===== src/rtl/sbox_ti_sched_pkg.sv =====
// sbox_ti_sched_pkg
// Shared definitions for the 2-share S-box scheduler. The AES core controller
// and the S-box datapath reuse these definitions so that every block agrees on
// the state-byte count and the index width.
//   SBOX_NBYTES    : state bytes per SubBytes pass
//   SBOX_IDX_W     : width of a state-byte index
//   sched_state_t  : scheduler FSM states
// Optional build macro: SBOX_TI_SCHED_REFRESH_EN adds the REFRESH state.
package sbox_ti_sched_pkg;

  localparam int SBOX_NBYTES = 16;
  localparam int SBOX_IDX_W  = $clog2(SBOX_NBYTES);

  typedef enum logic [2:0] {
    ST_IDLE,
`ifdef SBOX_TI_SCHED_REFRESH_EN
    ST_REFRESH,
`endif
    ST_RUN,
    ST_DRAIN,
    ST_DONE
  } sched_state_t;

endpackage


===== src/rtl/sbox_ti_tagpipe.sv =====
// sbox_ti_tagpipe
// LAT-deep valid-tag shift register that runs in lock-step with the S-box
// pipeline. A tag enters with each issued byte and reaches the last stage
// exactly when that byte's output shares are ready for write-back.
// Ports:
//   clk  in  : clock, rising edge
//   rst  in  : synchronous active-high reset, clears every tag
//   en   in  : shift enable (the pipeline advance strobe)
//   din  in  : tag for the byte entering the pipeline
//   dout out : tag of the byte leaving the last stage
module sbox_ti_tagpipe #(
  parameter int LAT = 3
) (
  input  logic clk,
  input  logic rst,
  input  logic en,
  input  logic din,
  output logic dout
);

  logic [LAT-1:0] tag;

  // Shift-and-insert form stays legal for LAT=1, where a concatenation slice
  // would need a negative bound.
  always_ff @(posedge clk) begin
    if (rst) begin
      tag <= '0;
    end else if (en) begin
      tag <= (tag << 1) | LAT'(din);
    end
  end

  assign dout = tag[LAT-1];

endmodule


===== src/rtl/sbox_ti_sched.sv =====
// sbox_ti_sched
// Issue/retire scheduler for a pipelined 2-share threshold-implementation
// S-box. The pipeline only advances when a fresh-mask word is available, so
// every stage, counter and valid tag stalls together while rnd_vld is low.
// Ports:
//   clk      in  : clock, rising edge
//   rst      in  : synchronous active-high reset (outputs forced to 0 while high)
//   start    in  : request one SubBytes pass (honoured only when idle)
//   rnd_vld  in  : fresh-mask word available this cycle
//   ref_we   out : re-mask write strobe for byte iss_idx (REFRESH build only)
//   rnd_ack  out : fresh-mask word consumed this cycle
//   sb_en    out : advance the whole S-box pipeline by one stage
//   iss_vld  out : byte iss_idx enters the pipeline this cycle
//   iss_idx  out : state-byte select for the S-box input mux
//   wb_en    out : write S-box output shares back to the state register
//   wb_idx   out : write-back byte index
//   busy     out : a pass is in progress
//   done     out : one-cycle pulse after the last write-back
// Optional build macro: SBOX_TI_SCHED_REFRESH_EN inserts a REFRESH state
// between IDLE and RUN that re-masks every byte before the pass starts.
module sbox_ti_sched
  import sbox_ti_sched_pkg::*;
#(
  parameter int  LAT    = 3,
  parameter int  NBYTES = SBOX_NBYTES,
  localparam int IW     = (NBYTES > 1) ? $clog2(NBYTES) : 1
) (
  input  logic          clk,
  input  logic          rst,
  input  logic          start,
  input  logic          rnd_vld,
`ifdef SBOX_TI_SCHED_REFRESH_EN
  output logic          ref_we,
`endif
  output logic          rnd_ack,
  output logic          sb_en,
  output logic          iss_vld,
  output logic [IW-1:0] iss_idx,
  output logic          wb_en,
  output logic [IW-1:0] wb_idx,
  output logic          busy,
  output logic          done
);

  localparam logic [IW-1:0] LAST = IW'(NBYTES - 1);

  sched_state_t  state, state_nxt;
  logic [IW-1:0] iss_cnt, wb_cnt;
  logic          adv, ack, issue, retire, tag_last;
`ifdef SBOX_TI_SCHED_REFRESH_EN
  logic          refw;
`endif

  // Next-state and strobe decode. The pipeline advance (adv) is only possible
  // in RUN and DRAIN; REFRESH consumes randomness without moving the S-box.
  always_comb begin
    state_nxt = state;
    adv       = 1'b0;
    ack       = 1'b0;
    issue     = 1'b0;
`ifdef SBOX_TI_SCHED_REFRESH_EN
    refw      = 1'b0;
`endif
    case (state)
      ST_IDLE: begin
        if (start) begin
`ifdef SBOX_TI_SCHED_REFRESH_EN
          state_nxt = ST_REFRESH;
`else
          state_nxt = ST_RUN;
`endif
        end
      end
`ifdef SBOX_TI_SCHED_REFRESH_EN
      ST_REFRESH: begin
        refw = rnd_vld;
        ack  = rnd_vld;
        if (rnd_vld && iss_cnt == LAST) state_nxt = ST_RUN;
      end
`endif
      ST_RUN: begin
        adv   = rnd_vld;
        ack   = rnd_vld;
        issue = rnd_vld;
        if (rnd_vld && iss_cnt == LAST) state_nxt = ST_DRAIN;
      end
      ST_DRAIN: begin
        adv = rnd_vld;
        ack = rnd_vld;
        if (rnd_vld && tag_last && wb_cnt == LAST) state_nxt = ST_DONE;
      end
      ST_DONE: begin
        state_nxt = ST_IDLE;
      end
      default: begin
        state_nxt = ST_IDLE;
      end
    endcase
  end

  assign retire = adv & tag_last;

  // State register and byte counters. Counters are parked at 0 in IDLE and
  // DONE so every pass begins from byte 0. The RUN-issue and retire counters
  // stop on the last byte rather than wrapping, so the indices seen during
  // DRAIN/DONE still name the final byte. The REFRESH walk wraps to 0 so RUN
  // starts issuing at byte 0.
  always_ff @(posedge clk) begin
    if (rst) begin
      state   <= ST_IDLE;
      iss_cnt <= '0;
      wb_cnt  <= '0;
    end else begin
      state <= state_nxt;
      if (state == ST_IDLE || state == ST_DONE) begin
        iss_cnt <= '0;
        wb_cnt  <= '0;
      end else begin
        if (issue && iss_cnt != LAST) iss_cnt <= iss_cnt + IW'(1);
`ifdef SBOX_TI_SCHED_REFRESH_EN
        if (refw) iss_cnt <= (iss_cnt == LAST) ? '0 : iss_cnt + IW'(1);
`endif
        if (retire && wb_cnt != LAST) wb_cnt <= wb_cnt + IW'(1);
      end
    end
  end

  sbox_ti_tagpipe #(
    .LAT (LAT)
  ) u_tagpipe (
    .clk  (clk),
    .rst  (rst),
    .en   (adv),
    .din  (issue),
    .dout (tag_last)
  );

  // Outputs are gated by rst so the datapath sees no strobes during the
  // reset cycle itself, even when reset lands in the middle of a pass.
  assign rnd_ack = ack & ~rst;
  assign sb_en   = adv & ~rst;
  assign iss_vld = issue & ~rst;
  assign iss_idx = rst ? '0 : iss_cnt;
  assign wb_en   = retire & ~rst;
  assign wb_idx  = rst ? '0 : wb_cnt;
  assign busy    = (state != ST_IDLE) & ~rst;
  assign done    = (state == ST_DONE) & ~rst;
`ifdef SBOX_TI_SCHED_REFRESH_EN
  assign ref_we  = refw & ~rst;
`endif

endmodule


===== config.mk =====
export PLATFORM = sky130hd
export DESIGN_NAME = sbox_ti_sched
export DESIGN_NICKNAME = d
export VERILOG_FILES = /design/src/rtl/sbox_ti_sched_pkg.sv /design/src/rtl/sbox_ti_tagpipe.sv /design/src/rtl/sbox_ti_sched.sv
export SDC_FILE = /design/constraint.sdc
export NUM_CORES = 1
export LEC_CHECK = 0
export ABC_AREA = 1
export BUFFER_PORTS_ARGS = -buffer_cell sky130_fd_sc_hd__clkbuf_2
export CORE_AREA = 10 10 51 53
export CTS_CLUSTER_SIZE = 28
export DETAILED_ROUTE_END_ITERATION = 8
export DIE_AREA = 0 0 61 63
export GPL_TIMING_DRIVEN = 0
export PLACE_DENSITY = 0.8
export SYNTH_ARGS = -nofsm -noshare
export SYNTH_HDL_FRONTEND = slang
export SYNTH_HIERARCHICAL = 1
export SYNTH_SLANG_ARGS = --single-unit

===== constraint.sdc =====
create_clock -name clk -period 1.7 [get_ports clk]
set_input_delay 0.255 -clock clk [delete_from_list [all_inputs] [get_ports clk]]
set_output_delay 0.255 -clock clk [all_outputs]
set_load 0.02 [all_outputs]

==> flow_summary.json <==
{
  "outcome": "completed",
  "synth_top_cell_area_share_pct": 33.3,
  "gp_congestion": 0.850,
  "syn_area_um2": 782,
  "diodes": 0,
  "cts_buffers": 3,
  "drc": 0,
  "required_ns": 1.44,
  "layout_commonest_cell": "nor2_1",
  "hp-class": "in2reg",
  "overflow": 0,
  "synth_cell_types": 21,
  "synthesis.nets": 128,
  "crit_slowest_cell": "dfxtp_2",
  "yosysTopAreaCell": "dfxtp_1",
  "synth_area_per_cell_um2": 6.63,
  "synth.area.top_cells": "dfxtp_1 33%, nor2_1 11%, inv_1 11%",
  "placed_area_um2": 888,
  "cts_tree": "done",
  "syn_inst": 118,
  "h-tree-depth": 1,
  "final_cell_mix": "21 x nor2_1, 20 x nand2_1, 18 x inv_1, 16 x clkbuf_2, 11 x dfxtp_1",
  "clkLatencyLatePin_ns": 0.28,
  "port_buffers": 17,
  "initial_core_util_pct": 47.3,
  "cpMostUsedCell": "inv_2",
  "finalSetupViolCount": 0,
  "drive_above_1_share_pct": 31.3,
  "fp.dieH_um": 63,
  "antenna_found_initial": 0,
  "num-fill-cells": 163,
  "nets": 155,
  "grt_pass1_vias": 762,
  "max_cap_viol_count": 0,
  "num_io_pins": 18,
  "synth_seq_cells": 13,
  "worst_pin_slew_ns": 0.499,
  "grt_use_total_pct": 9.31,
  "cts_num_sinks": 13,
  "dr.first_iter.drc_count": 18,
  "seq_area_um2": 263,
  "path_clk_slew_ns": 0.09,
  "fp-row-count": 15,
  "vias": 794,
  "critPathMaxFanout": 3,
  "hold-worst-slack_ns": 0.345,
  "area_delta_synth_final_pct": 26.6,
  "worstSetupEndpointType": "output pin",
  "clock_path_buffers": 2,
  "period_minus_slack_ns": 1.64,
  "final_cell_area_um2": 990,
  "finalSetupTns_ns": 0,
  "wire_per_inst_um": 11.4,
  "power.density_nw_per_um2": 1210,
  "cts-root-buf": "clkbuf_4",
  "grt_max_degree": 11,
  "period_share_pct": 96.6,
  "grt_pass1_wl_um": 2960,
  "die-area_um2": 3840,
  "ir_drop_uv": 708,
  "dp_hpwl_um": 1370,
  "path_cells": "inv_2 > ha_4 > inv_2 > nor2_4 > inv_2 > nor2_4 > buf_6",
  "critPathKind": "reg2out",
  "vias_per_cell": 4.93,
  "ys_seq_area_share_pct": 33.3,
  "core_area_um2": 1650,
  "drt_pass1_iterations": 4,
  "cp_slowest_stage_delay_ns": 0.34,
  "multi_input_comb_area_um2": 447,
  "cp.arrival_ns": 1.39,
  "dieWidth_um": 61,
  "yosys_warnings": 6,
  "critPathLaunchType": "flop",
  "power_mw": 1.20,
  "drtAntennaViolNets": 0,
  "p_leak_nw": 0.462,
  "clock.fmax_mhz": 609,
  "maxSlewHeadroom_pct": 66.7,
  "skew_ns": 0.0140,
  "hold_viol": 0,
  "drt-total-wl_um": 1830,
  "slew_viol_final": 0
}
## timing repair
action	4_1_cts	5_1_grt
hold buffers	0	0
setup endpoints to repair	3	2
hold endpoints to repair	0	0
pin swaps	2	0
gates resized for setup	9	5
buffers inserted	4	1
## metal layers
| metal | GRT usage, % | share of wire [%] | vias up |
|---|---|---|---|
| li1 | - | - | 423 |
| met5 | 0 | 0 | - |
| met1 | 10.6 | 44 | 355 |
| met2 | 15.9 | 52 | 14 |
| met3 | 2.03 | 3.8 | 2 |
| met4 | 3.30 | 0.33 | 0 |
## where the power goes
part           switching [mW]  total [mW]  internal [mW]
Sequential             0.0357       0.398          0.362
Clock                   0.106       0.194         0.0872
Combinational           0.362       0.609          0.247
Total                   0.504        1.20          0.697
## worst max-delay path: cells and delay by family (launching register included)
family / cells / cell delay (ns)
flip-flops: 1 / 0.34
buffers and inverters: 4 / 0.28
adder cells (fa/ha/maj): 1 / 0.27
AND/OR/NAND/NOR: 2 / 0.22
## stage by stage
step           setup slack, ns  utilization (%)  instances
2_1_floorplan            0.153                -        118
4_1_cts                 0.0217             58.6        160
3_3_place_gp           0.00470             53.8        152
6_report                0.0582             59.9        161
3_5_place_dp           -0.0251             53.8        152
5_1_grt               -0.00171             59.9        161
## cell usage after synthesis
cell	instances
inv_2	1
a211oi_1	1
o21ai_0	4
o21ai_1	3
nor2_1	23
clkinv_2	1
xor2_1	1
buf_4	1
nand2_2	1
clkbuf_1	1
inv_1	22
ha_1	6
dfxtp_1	13
nand3_1	4
nor2_2	2
nand2_1	20
nand4_1	3
o21ai_2	1
nor3_1	1
nand3_2	3
a21oi_1	6
## flip-flops by register name, indices dropped and copies added, names as in the netlist
name	cells
iss_cnt	4
state	2
u_tagpipe/tag	3
wb_cnt	4
## final cells by class
cell class | instances | share of cell area, %
clock buffer | 3 | 2.28
sequential | 13 | 26.5
multi-input combinational | 79 | 45.1
timing repair buffer | 22 | 13.0
buffer | 2 | 1.14
inverter | 24 | 9.23
tap | 17 | 2.15
clock inverter | 1 | 0.506
## worst paths after layout
kind	cells past startpoint	start	endpoint	slack, ns
setup / recovery	7	state[0]	wb_en	0.06
hold / removal	4	rst	state[0]	0.34
setup reg to reg	7	state[0]	wb_cnt[2]	0.30
hold reg to reg	2	u_tagpipe/tag[0]	u_tagpipe/tag[0]	0.50
## cells by family after synthesis
logic type	count (synthesis)	synth area share, %
AO/OA/AOI/OAI	15	10.4
buffers and inverters	26	13.1
flip-flops	13	33.3
AND/OR/NAND/NOR	57	32.5
XOR/XNOR	1	1.12
adder cells (fa/ha/maj)	6	9.60
Power figures use the tool's default switching activity.
